## src/rtl/pcc_attr_ctrl.sv

```systemverilog
// PC Card attribute-memory controller: synchronizes the card strobes into the
// CLK domain, serves CIS bytes from an external ROM, and owns the COR and
// CCSR. Soft reset, CONFIGURED, power-down and IREQ# are derived from them.
module pcc_attr_ctrl #(
  parameter int SRST_CYCLES = 16,
  parameter int IRQ_PULSE   = 8
) (
  input  logic       CLK,
  input  logic       RESET,
  input  logic       CE_N,
  input  logic       REGSEL_N,
  input  logic       OE_N,
  input  logic       WE_N,
  input  logic [9:0] A,
  input  logic [7:0] D_in,
  output logic [7:0] D_out,
  output logic       DDIR,
  output logic [7:0] CIS_ADDR,
  input  logic [7:0] CIS_DATA,
  input  logic       INT_IN,
  output logic       CONFIGURED,
  output logic       SOFT_RESET,
  output logic       PWRDWN,
  output logic       IREQ_N,
  output logic       READY
);

  localparam int SW = $clog2(SRST_CYCLES + 1);
  localparam int PW = $clog2(IRQ_PULSE + 1);

  typedef enum logic [2:0] {IDLE, RD_WAIT, RD_HOLD, WR_HOLD, COMMIT} state_t;

  state_t state, state_nx;

  logic       ce_n_p0, ce_n_p1, regsel_n_p0, regsel_n_p1;
  logic       oe_n_p0, oe_n_p1, we_n_p0, we_n_p1, int_p0, int_p1;
  logic [9:1] a_p0, a_p1;
  logic [7:0] d_p0, d_p1;

  logic       sel, rd, wr, armed;
  logic [7:0] idx, reg_rd;
  logic       ld_reg, ld_cis, ld_rom, cap_addr, cap_data, do_commit;
  logic       wr_reg;
  logic [7:0] wr_idx, wr_data;
  logic       cor_wr, ccsr_wr;

  logic [6:0]    cor;
  logic          pwrdwn;
  logic          srst_req;
  logic [SW-1:0] srst_cnt;
  logic [PW-1:0] pulse_cnt;
  logic          int_prev;

  logic unused_a0;
  assign unused_a0 = A[0];

  // Stage boundary: two-flop synchronizers; address and data travel with the strobes
  always_ff @(posedge CLK) begin
    ce_n_p0     <= CE_N;      ce_n_p1     <= ce_n_p0;
    regsel_n_p0 <= REGSEL_N;  regsel_n_p1 <= regsel_n_p0;
    oe_n_p0     <= OE_N;      oe_n_p1     <= oe_n_p0;
    we_n_p0     <= WE_N;      we_n_p1     <= we_n_p0;
    int_p0      <= INT_IN;    int_p1      <= int_p0;
    a_p0        <= A[9:1];    a_p1        <= a_p0;
    d_p0        <= D_in;      d_p1        <= d_p0;
  end

  assign DDIR = !CE_N && !REGSEL_N && !OE_N;
  assign sel  = !ce_n_p1 && !regsel_n_p1;
  assign rd   = sel && !oe_n_p1;
  assign wr   = sel && !we_n_p1;
  assign idx  = a_p1[8:1];

  assign CONFIGURED = (cor[5:0] == 6'd1) && !SOFT_RESET;
  assign PWRDWN     = pwrdwn;

  // Register read mux; undecoded indices read as zero
  always_comb begin
    reg_rd = 8'h00;
    if (idx == 8'd0)      reg_rd = {SOFT_RESET, cor};
    else if (idx == 8'd1) reg_rd = {5'b0, pwrdwn, int_p1, 1'b0};
  end

  // A strobe still low when RESET released must go inactive before it counts again
  always_ff @(posedge CLK) begin
    if (RESET) armed <= 1'b0;
    else       armed <= armed || !(rd || wr);
  end

  // Access sequencer state register
  always_ff @(posedge CLK) begin
    if (RESET) state <= IDLE;
    else       state <= state_nx;
  end

  // Access sequencer next state and datapath strobes; write wins over read
  always_comb begin
    state_nx  = state;
    ld_reg    = 1'b0;
    ld_cis    = 1'b0;
    ld_rom    = 1'b0;
    cap_addr  = 1'b0;
    cap_data  = 1'b0;
    do_commit = 1'b0;
    case (state)
      IDLE: begin
        if (armed && wr) begin
          cap_addr = 1'b1;
          cap_data = 1'b1;
          state_nx = WR_HOLD;
        end else if (armed && rd) begin
          if (a_p1[9]) begin
            ld_reg   = 1'b1;
            state_nx = RD_HOLD;
          end else begin
            ld_cis   = 1'b1;
            state_nx = RD_WAIT;
          end
        end
      end
      RD_WAIT: begin
        ld_rom   = 1'b1;
        state_nx = RD_HOLD;
      end
      RD_HOLD: begin
        if (oe_n_p1 || !sel) state_nx = IDLE;
      end
      WR_HOLD: begin
        if (we_n_p1 || ce_n_p1) state_nx = COMMIT;
        else                    cap_data = 1'b1;
      end
      COMMIT: begin
        do_commit = 1'b1;
        state_nx  = IDLE;
      end
      default: state_nx = IDLE;
    endcase
  end

  // Read data and CIS address registers
  always_ff @(posedge CLK) begin
    if (RESET) begin
      D_out    <= 8'h00;
      CIS_ADDR <= 8'h00;
    end else begin
      if (ld_reg) D_out    <= reg_rd;
      if (ld_cis) CIS_ADDR <= idx;
      if (ld_rom) D_out    <= CIS_DATA;
    end
  end

  // Write address/data capture; data keeps following D_in while WE is held low
  always_ff @(posedge CLK) begin
    if (cap_addr) begin
      wr_reg <= a_p1[9];
      wr_idx <= idx;
    end
    if (cap_data) wr_data <= d_p1;
  end

  assign cor_wr  = do_commit && wr_reg && (wr_idx == 8'd0);
  assign ccsr_wr = do_commit && wr_reg && (wr_idx == 8'd1);

  // COR and soft-reset sequencing; a set SRESET bit restarts the minimum width
  always_ff @(posedge CLK) begin
    if (RESET) begin
      cor        <= 7'h00;
      SOFT_RESET <= 1'b0;
      srst_req   <= 1'b0;
      srst_cnt   <= '0;
    end else begin
      if (cor_wr) begin
        cor      <= wr_data[6:0];
        srst_req <= wr_data[7];
        if (wr_data[7]) cor[5:0] <= 6'd0;
      end
      if (cor_wr && wr_data[7]) begin
        SOFT_RESET <= 1'b1;
        srst_cnt   <= SW'(SRST_CYCLES);
      end else if (SOFT_RESET) begin
        if (srst_cnt > SW'(1)) begin
          srst_cnt <= srst_cnt - SW'(1);
        end else begin
          srst_cnt <= '0;
          if (cor_wr || !srst_req) SOFT_RESET <= 1'b0;
        end
      end
    end
  end

  // CCSR power-down bit; soft reset forces it clear
  always_ff @(posedge CLK) begin
    if (RESET)                                      pwrdwn <= 1'b0;
    else if (SOFT_RESET || (cor_wr && wr_data[7]))  pwrdwn <= 1'b0;
    else if (ccsr_wr)                               pwrdwn <= wr_data[2];
  end

  // IREQ# generation: level follows INT_IN, pulse mode retriggers on each rising edge
  always_ff @(posedge CLK) begin
    if (RESET) begin
      IREQ_N    <= 1'b1;
      pulse_cnt <= '0;
      int_prev  <= 1'b0;
    end else begin
      int_prev <= int_p1;
      if (!CONFIGURED) begin
        IREQ_N    <= 1'b1;
        pulse_cnt <= '0;
      end else if (cor[6]) begin
        IREQ_N    <= !int_p1;
        pulse_cnt <= '0;
      end else if (int_p1 && !int_prev) begin
        IREQ_N    <= 1'b0;
        pulse_cnt <= PW'(IRQ_PULSE);
      end else if (pulse_cnt > PW'(1)) begin
        pulse_cnt <= pulse_cnt - PW'(1);
      end else begin
        pulse_cnt <= '0;
        IREQ_N    <= 1'b1;
      end
    end
  end

  // Card ready mirrors the soft reset, one register late
  always_ff @(posedge CLK) begin
    if (RESET) READY <= 1'b0;
    else       READY <= !SOFT_RESET;
  end

endmodule

```

## config.mk

```make
export PLATFORM = sky130hd
export DESIGN_NAME = pcc_attr_ctrl
export DESIGN_NICKNAME = d
export VERILOG_FILES = /design/src/rtl/pcc_attr_ctrl.sv
export SDC_FILE = /design/constraint.sdc
export NUM_CORES = 1
export LEC_CHECK = 0
export BUFFER_PORTS_ARGS = -buffer_cell sky130_fd_sc_hd__buf_4
export CAP_MARGIN = 5
export CORE_MARGIN = 2
export CORE_UTILIZATION = 30
export CTS_BUF_LIST = sky130_fd_sc_hd__clkbuf_16
export CTS_CLUSTER_DIAMETER = 80
export DETAILED_ROUTE_END_ITERATION = 7
export HOLD_SLACK_MARGIN = 0.15
export SLEW_MARGIN = 20
export SYNTH_ARGS = -nofsm -noshare
export SYNTH_HDL_FRONTEND = slang
export SYNTH_SLANG_ARGS = --single-unit
```

## constraint.sdc

```tcl
create_clock -name CLK -period 3.3 [get_ports CLK]
set_input_delay 0.33 -clock CLK [delete_from_list [all_inputs] [get_ports CLK]]
set_output_delay 0.33 -clock CLK [all_outputs]
set_load 0.01 [all_outputs]
```

==> results.tsv, run 1 <==
stage	metric	value	unit
outcome	status	finished clean	
timing	fin_setup_tns	0	ns
timing	maxClockFrequency	509	MHz
floorplanning	initial_utilization	0.309	
detailed_routing	postRouteWirelength	6320	um
power_and_ir_drop	vdd_drop_max	0.263	mV
synthesis	number_of_nets_produced_by_synthesis	312	
floorplanning	die_w	110	um
setup_path	worstSetupStartpointType	flip-flop	
power_and_ir_drop	totalPowerFinal	0.00244	W
min_path	hold_path.class	in2reg	
clock_tree	sinks_on_the_clock_net	103	
clock_tree	cts_tree	yes	
timing	timing_worst_slew_pin_value	0.753	ns
clock_tree	cts_buffer_depth	2	
timing	clock_skew	0.00798	ns
floorplanning	core_box_area	10800	um2
clock_tree	clk_latency	0.34	ns
detailed_routing	drt_pass1_iterations	4	
detailed_routing	detail_route.iter0.violations	77	
synthesis	syn-instance-count	275	
layout	proportion_of_layout_cells_with_a_drive_suffix_above_1	0.217	
clock_tree	cts_buffers	9	
layout	area_occupied_by_multi_input_gates	1020	um2
layout	largest_registers	a_p0 x9, a_p1 x9	
detailed_routing	post_drt_wl_per_cell	12.6	um
setup_path	cp-end-kind	primary output	
run	drv_cap	0	
synthesis	netlist-cell-type-count	50	
clock_tree	cts.reportedPaths.clkPinSlew	0.07	ns
floorplanning	num_rows	38	
timing	post-route-min-period	1.96	ns
detailed_routing	vias_per_cell	4.54	
setup_path	worstPathRequired	2.97	ns
grt	maximum_number_of_pins_on_one_net_before_global_route_repair	35	
layout	antenna_cells_inserted	0	
layout	final_nets	392	
timing	final-max-slew-violation-count	0	
grt	first_pass_grt_wire_length	10600	um
timing	setup_viol_count_final	0	
synthesis	flip_flop_and_latch_count_after_synthesis	103	
clock_tree	cts-resized-gates	0	
detailed_routing	final_antenna_net_count	0	
place	post-dp-hpwl	4480	um
place	io_buffer_count	53	
layout	area_delta_synth_final	31.5	%
setup_path	critical_path_arrival	1.63	ns
timing	final.hold.worst_slack	0.204	ns
synthesis	number_of_flops_mapped_to_enable_cells_by_yosys	17	
floorplanning	die-area	12000	um2
grt	grt_use_total	0.116	
grt	grt_pass1_vias	2222	
power_and_ir_drop	power.density	555	nW/um2
place	detailed_place.area	3900	um2
clock_tree	htree_levels	3	
timing	slew_headroom	0.494	
layout	fillCellCount	1051	
setup_path	path_max_fanout	3	
power_and_ir_drop	leakagePower	1.69	nW
timing	period_share	0.595	
synthesis	syn_area_per_cell	12.2	um2
layout	share_of_the_core_filled_with_cells_in_the_final_layout	0.406	
grt	grt_overflow_total	0	
synthesis	syn_area	3350	um2
layout	fin_area	4400	um2
synthesis	synth_sequential_area_ratio	0.667	
synthesis	asyncSetResetFlopFracSynth	0	
floorplanning	die-height	110	um
clock_tree	clockRootBuffer	sky130_fd_sc_hd__clkbuf_16	
detailed_routing	drc	0	
place	finalWeightedCongestion	0.802	
floorplanning	pin_count	55	
timing	final-hold-violation-count	0	
synthesis	dominantRegCellSynth	sky130_fd_sc_hd__dfxtp_1	
layout	ff_latch_area	2230	um2
synthesis	synth-warning-count	0	
grt	number_of_antenna_violations_at_the_first_check_in_global_routing	0	
detailed_routing	detailroute.via_count	2268	
setup_path	critical_path_type	reg2out	
timing	grt_setup_unrepaired	false	
## critical path, stage by stage, from the launching register on
cell,delay [ns]
sky130_fd_sc_hd__dfxtp_1,0.32
sky130_fd_sc_hd__or4_1,0.55
sky130_fd_sc_hd__nor3_1,0.25
sky130_fd_sc_hd__buf_4,0.17
## logic make-up after synthesis
logic type	synth area share
xor gates and xnor gates	0.00262
buffers and inverters	0.0277
adders and majority gates	0.0150
muxes	0.0546
and+or+nand+nor	0.152
AOI/OAI and AO/OA	0.0812
DFF	0.667
## timing repair
action / CTS / global route
buffers inserted: 0 / 0
endpoints found under the hold margin: 22 / 0
hold buffers: 22 / 0
## layout make-up
class                           instances  area share
Clock buffer                            9      0.0512
Clock inverter                          7      0.0128
Sequential cell                       103       0.507
Tap cell                              140      0.0398
Inverter                               15      0.0128
Multi-Input combinational cell        149       0.232
Timing Repair Buffer                   77       0.144
## synthesized netlist by cell type, types with 2 or more instances
library cell	count	area [um2]
sky130_fd_sc_hd__o21ai_0	5	25.0
sky130_fd_sc_hd__clkbuf_1	5	18.8
sky130_fd_sc_hd__mux2i_1	16	160
sky130_fd_sc_hd__buf_2	2	10.0
sky130_fd_sc_hd__o31ai_1	3	22.5
sky130_fd_sc_hd__nor3b_1	5	37.5
sky130_fd_sc_hd__nor4_1	3	18.8
sky130_fd_sc_hd__and2_1	3	18.8
sky130_fd_sc_hd__nor3_1	18	90.1
sky130_fd_sc_hd__nand2_1	9	33.8
sky130_fd_sc_hd__nor2b_1	3	18.8
sky130_fd_sc_hd__mux2_2	2	22.5
sky130_fd_sc_hd__edfxtp_1	17	510
sky130_fd_sc_hd__nor2_1	25	93.8
sky130_fd_sc_hd__a21oi_1	4	20.0
sky130_fd_sc_hd__a32oi_1	6	52.6
sky130_fd_sc_hd__inv_1	15	56.3
sky130_fd_sc_hd__a221oi_1	2	17.5
sky130_fd_sc_hd__nand3_1	2	10.0
sky130_fd_sc_hd__dfxtp_1	86	1720
sky130_fd_sc_hd__nor4b_1	3	26.3
sky130_fd_sc_hd__a211oi_1	4	30.0
sky130_fd_sc_hd__o21ai_1	6	30.0
sky130_fd_sc_hd__ha_1	4	50.1
sky130_fd_sc_hd__nand2b_1	2	12.5
## final timing paths
| path | from | to | slack, ns | cells after the start |
|---|---|---|---|---|
| worst max register to register | armed | wr_data[0] | 1.34 | 3 |
| worst min-delay path | CIS_DATA[4] | D_out[4] | 0.20 | 3 |
| worst min register to register | a_p0[6] | a_p1[6] | 0.33 | 0 |
| worst max-delay path | cor[2] | CONFIGURED | 1.34 | 3 |
## metal layers
metal | global-route usage | up-vias | share of wire
met5 | 0 | - | 0
met4 | 0.0488 | 0 | 0.012
met3 | 0.0362 | 6 | 0.047
met2 | 0.182 | 53 | 0.46
met1 | 0.148 | 1055 | 0.48
li1 | - | 1154 | -
## per-stage QoR
step / std cells / setup WS (ns)
6_report: 500 / 1.34
5_1_grt: 500 / 1.06
4_1_cts: 500 / 1.31
3_5_place_dp: 462 / 1.35
3_3_place_gp: 462 / 1.42
2_1_floorplan: 275 / 1.59
## power by group
group	internal [W]	switching [W]
logic	0.0000650	0.0000448
clock network	0.000524	0.000466
registers	0.00132	0.0000237
total	0.00191	0.000535
## layout by cell type (no fill, tap or decap), types with 2 or more instances in the layout
cell type | synthesis | final
sky130_fd_sc_hd__o21ai_1 | 6 | 6
sky130_fd_sc_hd__a221oi_1 | 2 | 2
sky130_fd_sc_hd__ha_1 | 4 | 4
sky130_fd_sc_hd__nor3b_1 | 5 | 5
sky130_fd_sc_hd__inv_6 | 0 | 2
sky130_fd_sc_hd__nand2_1 | 9 | 9
sky130_fd_sc_hd__inv_1 | 15 | 16
sky130_fd_sc_hd__a21oi_1 | 4 | 4
sky130_fd_sc_hd__nor4b_1 | 3 | 3
sky130_fd_sc_hd__nor4_1 | 3 | 3
sky130_fd_sc_hd__o31ai_1 | 3 | 3
sky130_fd_sc_hd__mux2_2 | 2 | 2
sky130_fd_sc_hd__nand2b_1 | 2 | 2
sky130_fd_sc_hd__buf_4 | 1 | 55
sky130_fd_sc_hd__and2_1 | 3 | 3
sky130_fd_sc_hd__dfxtp_1 | 86 | 86
sky130_fd_sc_hd__o21ai_0 | 5 | 5
sky130_fd_sc_hd__nand3_1 | 2 | 2
sky130_fd_sc_hd__nor2_1 | 25 | 25
sky130_fd_sc_hd__edfxtp_1 | 17 | 17
sky130_fd_sc_hd__nor2b_1 | 3 | 3
sky130_fd_sc_hd__a211oi_1 | 4 | 4
sky130_fd_sc_hd__a32oi_1 | 6 | 6
sky130_fd_sc_hd__nor3_1 | 18 | 18
sky130_fd_sc_hd__inv_8 | 0 | 2
sky130_fd_sc_hd__clkbuf_16 | 0 | 9
sky130_fd_sc_hd__mux2i_1 | 16 | 16
sky130_fd_sc_hd__dlygate4sd3_1 | 0 | 22
(Power assumes the default switching activity.)
==> run 2: changes to the inputs <==
--- a/config.mk
+++ b/config.mk
@@ -5,6 +5,7 @@
 export SDC_FILE = /design/constraint.sdc
 export NUM_CORES = 1
 export LEC_CHECK = 0
+export ABC_AREA = 1
 export BUFFER_PORTS_ARGS = -buffer_cell sky130_fd_sc_hd__buf_4
 export CAP_MARGIN = 5
 export CORE_MARGIN = 2
==> constraint.sdc (replaced) <==
create_clock -name CLK -period 2 [get_ports CLK]
set_input_delay 0.2 -clock CLK [delete_from_list [all_inputs] [get_ports CLK]]
set_output_delay 0.2 -clock CLK [all_outputs]
set_load 0.01 [all_outputs]
==> results.tsv, run 2 <==
stage	metric	value	unit	change
outcome	status	finished clean		
synthesis	syn_area	3440	um2	+2.8%
timing	maxClockFrequency	622	MHz	
floorplanning	die_w	111	um	+1.4%
synthesis	yosysMostFrequentCell	sky130_fd_sc_hd__dfxtp_1		
layout	fillCellCount	1138		+8.3%
grt	grt_use_total	0.114		-0.00256
timing	fin_setup_tns	0	ns	unchanged
timing	final-hold-violation-count	0		unchanged
detailed_routing	detail_route.iter0.violations	92		+19%
layout	area_occupied_by_multi_input_gates	1040	um2	+1.8%
clock_tree	htree_levels	3		unchanged
detailed_routing	drt_pass1_iterations	4		unchanged
min_path	hold_path.class	in2reg		
clock_tree	cts.reportedPaths.clkPinSlew	0.07	ns	about the same
power_and_ir_drop	vdd_drop_max	0.445	mV	+69%
timing	grt_setup_unrepaired	false		
floorplanning	die-height	111	um	+1.4%
layout	share_of_the_core_filled_with_cells_in_the_final_layout	0.403		-0.00330
floorplanning	initial_utilization	0.304		-0.00470
setup_path	worstPathRequired	1.80	ns	-1.17 ns
layout	layout.cells.non_filler	596		+19%
detailed_routing	detailroute.via_count	2514		+11%
grt	gr-usage-met2	0.177		-0.00500
synthesis	number_of_nets_produced_by_synthesis	400		+28%
layout	final_nets	485		+24%
synthesis	asyncSetResetFlopFracSynth	0		unchanged
min_path	worst_hold_path.endpoint	D_out[7]		
floorplanning	die-area	12300	um2	+2.7%
floorplanning	pin_count	55		unchanged
place	placedCellCount	557		+21%
setup_path	cp_cell_sequence	inv_1 -> nand4_1 -> nor2_1 -> buf_4		
detailed_routing	post_drt_wl_per_cell	11.0	um	-13%
grt	grt_pass1_vias	2432		+9.5%
synthesis	netlist-cell-type-count	27		-46%
clock_tree	post-cts-setup-buffers	0		unchanged
grt	gr-max-usage-layer	met2		
timing	period_share	0.804		
synthesis	synth_sequential_area_ratio	0.649		-0.0184
grt	grt_overflow_total	0		unchanged
grt	grt_util_met3	0.0377		+0.00157
grt	first_pass_grt_wire_length	11200	um	+5.7%
layout	antenna_cells_inserted	0		unchanged
clock_tree	clockRootBuffer	sky130_fd_sc_hd__clkbuf_16		
power_and_ir_drop	power.density	923	nW/um2	+66%
setup_path	timing.reg2reg.worst_path_depth	4		+1
detailed_routing	postRouteWirelength	6530	um	+3.3%
detailed_routing	final_antenna_net_count	0		unchanged
layout	area_delta_synth_final	32.4	%	
detailed_routing	drc	0		unchanged
place	finalWeightedCongestion	0.789		-1.6%
synthesis	syn-instance-count	363		+32%
grt	number_of_antenna_violations_at_the_first_check_in_global_routing	0		unchanged
setup_path	cp-end-kind	primary output		
floorplanning	core_box_area	11300	um2	+4.4%
grt	maximum_number_of_pins_on_one_net_before_global_route_repair	21		-40%
setup_path	critical_path_arrival	1.41	ns	-0.22 ns
setup_path	timing.critical_path.slowest_stage_cell	sky130_fd_sc_hd__dfxtp_1		
setup_path	critPathMaxStageDelay	0.39	ns	-0.16 ns
min_path	depth_of_the_worst_hold_timing_path	5		+2
power_and_ir_drop	leakagePower	1.96	nW	+16%
timing	timing_worst_slew_pin_value	0.630	ns	-0.123 ns
clock_tree	cts_tree	yes		
layout	largest_registers	a_p0 x9, a_p1 x9		
clock_tree	sinks_on_the_clock_net	103		unchanged
setup_path	worst_r2r_endpoint	wr_data[3]		
timing	slew_headroom	0.577		+0.0829
clock_tree	cts_buffers	9		unchanged
synthesis	dominantRegCellSynth	sky130_fd_sc_hd__dfxtp_1		
synthesis	share_of_yosys_cell_area_claimed_by_the_top_area_cell_type	0.500		-0.0142
synthesis	flip_flop_and_latch_count_after_synthesis	103		unchanged
synthesis	synth_top_cells_by_count	sky130_fd_sc_hd__dfxtp_1, sky130_fd_sc_hd__nand2_1, sky130_fd_sc_hd__nor2_1		
min_path	worstHoldStart	CIS_DATA[7]		
detailed_routing	vias_per_cell	4.22		-7.0%
timing	final.hold.worst_slack	0.224	ns	+0.0195 ns
synthesis	synth-warning-count	0		unchanged
clock_tree	cts_buffer_depth	2		unchanged
floorplanning	num_rows	39		+2.6%
layout	layout_commonest_cell	sky130_fd_sc_hd__dfxtp_1		
layout	ff_latch_area	2230	um2	unchanged
place	io_buffer_count	53		unchanged
setup_path	setup.reg_to_reg.worst_slack	0.44	ns	-0.90 ns
setup_path	worstSetupStartpointType	flip-flop		
layout	proportion_of_layout_cells_with_a_drive_suffix_above_1	0.201		-0.0158
synthesis	netlist_top_cells_area	sky130_fd_sc_hd__dfxtp_1, sky130_fd_sc_hd__edfxtp_1, sky130_fd_sc_hd__nand2_1		
synthesis	number_of_flops_mapped_to_enable_cells_by_yosys	17		unchanged
timing	post-route-min-period	1.61	ns	
timing	final-max-slew-violation-count	0		unchanged
setup_path	critical_path.reg2reg.startpoint	state[1]		
clock_tree	clk_latency	0.34	ns	about the same
setup_path	path_max_fanout	8		+5
setup_path	critical_path_type	reg2out		
timing	setup_viol_count_final	0		unchanged
synthesis	syn_area_per_cell	9.48	um2	-22%
place	post-dp-hpwl	4730	um	+5.5%
layout	commonest_cells_after_routing_fill_and_taps_aside	sky130_fd_sc_hd__dfxtp_1, sky130_fd_sc_hd__nand2_1, sky130_fd_sc_hd__nor2_1, sky130_fd_sc_hd__buf_4, sky130_fd_sc_hd__inv_1		
timing	clock_skew	0.00520	ns	-0.00278 ns
run	drv_cap	0		unchanged
grt	met1_usage	0.146		-0.00195
synthesis	post_synthesis_cell_type_with_the_largest_combined_area	sky130_fd_sc_hd__dfxtp_1		
## run 2: cell count changes after synthesis, moves of 11 or more
cell                      previous run  this run
sky130_fd_sc_hd__nand2_1             9        60
sky130_fd_sc_hd__nor2_1             25        55
sky130_fd_sc_hd__nand3_1             2        28
sky130_fd_sc_hd__inv_1              15        33
sky130_fd_sc_hd__mux2i_1            16         0
sky130_fd_sc_hd__o21ai_0             5        21
sky130_fd_sc_hd__a21oi_1             4        17
sky130_fd_sc_hd__nor3_1             18         7
## run 2: layout make-up
cell class	instances	share of cell area
tap	143	0.0393
clock buffer	10	0.0549
inverter	38	0.0319
timing repair buffer	78	0.141
clock inverter	6	0.0148
sequential	103	0.490
multi-input combinational	218	0.228
## run 2: metal layers
metal	routed length, um	vias up
li1	-	1334
met1	3210	1110
met2	2840	62
met3	389	8
met4	94	0
met5	0	-
## run 2: power breakdown
| group | internal [W] | switching, W | total (W) |
|---|---|---|---|
| logic | 0.000113 | 0.000105 | 0.000218 |
| registers | 0.00217 | 0.0000320 | 0.00221 |
| clock network | 0.000963 | 0.000819 | 0.00178 |
| total | 0.00325 | 0.000956 | 0.00421 |
## run 2: logic make-up after synthesis
family | count (synthesis) | share of synthesized area
simple gates | 171 | 0.221
buf+inv | 42 | 0.0491
compound gates | 40 | 0.0589
fa+ha+maj | 4 | 0.0145
xor+xnor | 3 | 0.00764
flops | 103 | 0.649
## run 2: how the worst max path moves through the flow
| stage | start | end | slack [ns] |
|---|---|---|---|
| CTS | ce_n_p1 | wr_data[5] | 0.15 |
| floorplan | regsel_n_p1 | wr_data[0] | 0.38 |
| detailed placement | ce_n_p1 | wr_data[5] | 0.16 |
| finish | SOFT_RESET | CONFIGURED | 0.39 |
| global placement | regsel_n_p1 | wr_data[6] | 0.22 |
| global route | state[1] | wr_data[3] | 0.26 |
## run 2: repair_timing
action                                 CTS  global route
resized for setup                        0             1
endpoints found under the hold margin   26             0
hold buffers                            23             0
setup endpoints to repair                0             8
## run 2: worst max-delay path, delay by kind of cell (launching register included)
family,cells,cell delay [ns]
and+or+nand+nor,2,0.32
buffers and inverters,2,0.35
DFF,1,0.39
## run 2: per-stage QoR
stage / power (W) / cell area [um2] / setup WS [ns]
3_5_place_dp: 0.00244 / 4010 / 0.163
4_1_cts: 0.00427 / 4560 / 0.146
6_report: 0.00421 / 4560 / 0.392
3_3_place_gp: 0.00243 / 4010 / 0.222
5_1_grt: 0.00437 / 4560 / 0.265
2_1_floorplan: 0.00234 / 3440 / 0.380
==> run 3: changes to the inputs <==
==> constraint.sdc (replaced) <==
create_clock -name CLK -period 1.3 [get_ports CLK]
set_input_delay 0.13 -clock CLK [delete_from_list [all_inputs] [get_ports CLK]]
set_output_delay 0.13 -clock CLK [all_outputs]
set_load 0.01 [all_outputs]
==> results.tsv, run 3 (same netlist as run 2, synthesis figures left out) <==
stage	metric	value	unit	change
setup_path	critPathMaxStageDelay	0.33	ns	-0.06 ns
min_path	depth_of_the_worst_hold_timing_path	4		-1
setup_path	setup.reg_to_reg.worst_slack	-0.06	ns	-0.50 ns
timing	fin_setup_tns	-0.788	ns	-0.788 ns
detailed_routing	postRouteWirelength	7430	um	+14%
grt	grt_overflow_total	0		unchanged
place	placedCellCount	576		+3.4%
timing	maxClockFrequency	733	MHz	
timing	post-route-min-period	1.36	ns	
grt	met1_usage	0.149		+0.00301
clock_tree	cts_buffer_depth	2		unchanged
grt	grt_pass1_vias	2575		+5.9%
grt	grt_util_met3	0.0339		-0.00383
setup_path	worst-path-stages	7		+3
setup_path	path_max_fanout	6		-2
setup_path	critical_path_buf_inv_count	1		-1
setup_path	cp_cell_sequence	nor2_4 -> nand3_2 -> nor2_4 -> nand2_4 -> buf_12 -> nand3_2 -> a21oi_2		
layout	layout_commonest_cell	sky130_fd_sc_hd__dfxtp_1		
power_and_ir_drop	power.density	1250	nW/um2	+36%
floorplanning	num_rows	39		unchanged
timing	clock_skew	0.00890	ns	+0.00369 ns
power_and_ir_drop	power.share.sequential	0.511		-0.013
clock_tree	sinks_on_the_clock_net	103		unchanged
power_and_ir_drop	clk_pwr_share	0.412		-0.012
detailed_routing	final_antenna_net_count	0		unchanged
layout	layout.cells.non_filler	634		+6.4%
clock_tree	cts_buffers	9		unchanged
setup_path	timing.reg2reg.worst_path_depth	7		+3
grt	maximum_number_of_pins_on_one_net_before_global_route_repair	20		-4.8%
power_and_ir_drop	leakagePower	2.23	nW	+14%
detailed_routing	detail_route.iter0.violations	81		-12%
grt	number_of_antenna_violations_at_the_first_check_in_global_routing	0		unchanged
place	io_buffer_count	53		unchanged
clock_tree	htree_levels	3		unchanged
layout	proportion_of_layout_cells_with_a_drive_suffix_above_1	0.405		+0.204
grt	grt_use_total	0.121		+0.00693
grt	first_pass_grt_wire_length	11900	um	+5.7%
timing	grt_setup_unrepaired	true		
clock_tree	cts_tree	yes		
grt	gr-usage-met2	0.193		+0.0164
layout	area_delta_synth_final	54.2	%	
layout	commonest_cells_after_routing_fill_and_taps_aside	sky130_fd_sc_hd__dfxtp_1, sky130_fd_sc_hd__buf_4, sky130_fd_sc_hd__nand2_1		
outcome	status	complete, but fails checks		
timing	final-max-slew-violation-count	0		unchanged
clock_tree	cts.reportedPaths.clkPinSlew	0.07	ns	about the same
place	detailed_place.area	4180	um2	+4.3%
detailed_routing	detailroute.via_count	2730		+8.6%
layout	fin_area	5310	um2	+16%
setup_path	worstSetupStartpointType	flip-flop		
detailed_routing	drt_pass1_iterations	4		unchanged
power_and_ir_drop	vdd_drop_max	0.672	mV	+51%
floorplanning	die-area	12300	um2	unchanged
setup_path	timing.critical_path.slowest_stage_cell	sky130_fd_sc_hd__dfxtp_2		
floorplanning	initial_utilization	0.304		unchanged
layout	antenna_cells_inserted	0		unchanged
run	drv_cap	0		unchanged
outcome	failed_checks	setup timing		
power_and_ir_drop	totalPowerFinal	0.00665	W	+58%
timing	post-route-worst-setup-slack	-0.0649	ns	-0.457 ns
clock_tree	clockRootBuffer	sky130_fd_sc_hd__clkbuf_16		
layout	largest_registers	a_p0 x9, a_p1 x9		
min_path	hold_path.class	in2reg		
timing	setup_viol_count_final	22		+22
power_and_ir_drop	power.combinational.fraction	0.077		+0.025
setup_path	cp-end-kind	flip-flop		
power_and_ir_drop	power.share.switching	0.226		-0.00166
timing	timing_worst_slew_pin_value	0.280	ns	-0.350 ns
detailed_routing	vias_per_cell	4.31		+2.1%
floorplanning	die_w	111	um	unchanged
timing	slew_headroom	0.813		+0.236
clock_tree	clk_latency	0.34	ns	about the same
layout	fillCellCount	1059		-6.9%
place	post-dp-hpwl	4950	um	+4.6%
detailed_routing	post_drt_wl_per_cell	11.7	um	+7.0%
setup_path	cp_top_family	simple AND/OR/NAND/NOR gates		
timing	final.hold.worst_slack	0.210	ns	-0.0139 ns
setup_path	critical_path_arrival	1.60	ns	+0.19 ns
timing	final-hold-violation-count	0		unchanged
place	finalWeightedCongestion	0.787		-0.27%
timing	period_share	1.05		
detailed_routing	drc	0		unchanged
power_and_ir_drop	net-switching-power	0.00150	W	+57%
layout	final_nets	523		+7.8%
floorplanning	die-height	111	um	unchanged
floorplanning	pin_count	55		unchanged
grt	gr-max-usage-layer	met2		
power_and_ir_drop	internal_power_of_the_cells	0.00515	W	+58%
setup_path	worstPathRequired	1.53	ns	-0.27 ns
setup_path	critical_path_type	reg2reg		
floorplanning	core_box_area	11300	um2	unchanged
[run 3: cell types whose count changed in the layout (fill, tap and decap cells not counted), moves of 8 or more]
cell,previous run,this run
sky130_fd_sc_hd__o21ai_2,0,8
sky130_fd_sc_hd__nor2_1,55,40
sky130_fd_sc_hd__nor2_4,0,9
sky130_fd_sc_hd__nand2_1,60,48
sky130_fd_sc_hd__buf_4,55,74
sky130_fd_sc_hd__o21ai_0,20,6
sky130_fd_sc_hd__nand3_1,28,17
sky130_fd_sc_hd__dfxtp_1,86,77
[run 3: worst min-delay path: cells and delay by family]
| kind | cells | cell delay (ns) |
|---|---|---|
| compound gates | 1 | 0.12 |
| buf+inv | 1 | 0.08 |
| simple gates | 2 | 0.18 |
[run 3: per-layer routing]
metal / part of all wire / vias up
li1: - / 1425
met3: 0.038 / 15
met2: 0.48 / 51
met5: 0 / -
met4: 0.023 / 0
met1: 0.46 / 1239
[run 3: power groups by stage]
stage | sequential, W | clock (W) | combinational [W]
after floorplan | 0.00346 | 0 | 0.000152
after global placement | 0.00346 | 0 | 0.000320
after detailed placement | 0.00347 | 0 | 0.000326
after CTS | 0.00340 | 0.00282 | 0.000413
after global routing | 0.00341 | 0.00294 | 0.000563
final | 0.00340 | 0.00274 | 0.000512
[run 3: cell type report]
| cell class | instances | area, um2 | share of cell area |
|---|---|---|---|
| clock inverters | 7 | 88.8 | 0.0167 |
| multi-input cells | 220 | 1420 | 0.267 |
| well taps | 143 | 179 | 0.0337 |
| flip-flops and latches | 103 | 2250 | 0.424 |
| repair inverters | 1 | 6.26 | 0.00118 |
| clock buffers | 9 | 225 | 0.0424 |
| repair buffers | 113 | 980 | 0.185 |
| inverters | 38 | 164 | 0.0309 |
[run 3: worst paths after layout]
path | endpoint | start
worst max-delay path | D_out[4] | ce_n_p1
worst min-delay path | D_out[2] | CIS_DATA[2]
worst max register to register | D_out[4] | ce_n_p1
worst min register to register | a_p1[3] | a_p0[3]
[run 3: metrics by stage]
step / util / worst slack [ns]
finish: 0.469 / -0.0649
global route: 0.469 / -0.133
CTS: 0.432 / -0.0166
detailed placement: 0.369 / -0.168
global placement: 0.369 / -0.100
floorplan: - / 0.0229
[run 3: what timing repair did]
item / in CTS / in global routing
hold buffers: 29 / 0
hold endpoints to repair: 35 / 0
pin swaps: 4 / 39
endpoints found under the setup margin: 52 / 56
gates resized for setup: 28 / 103
setup buffers: 1 / 9
cloned: 0 / 3
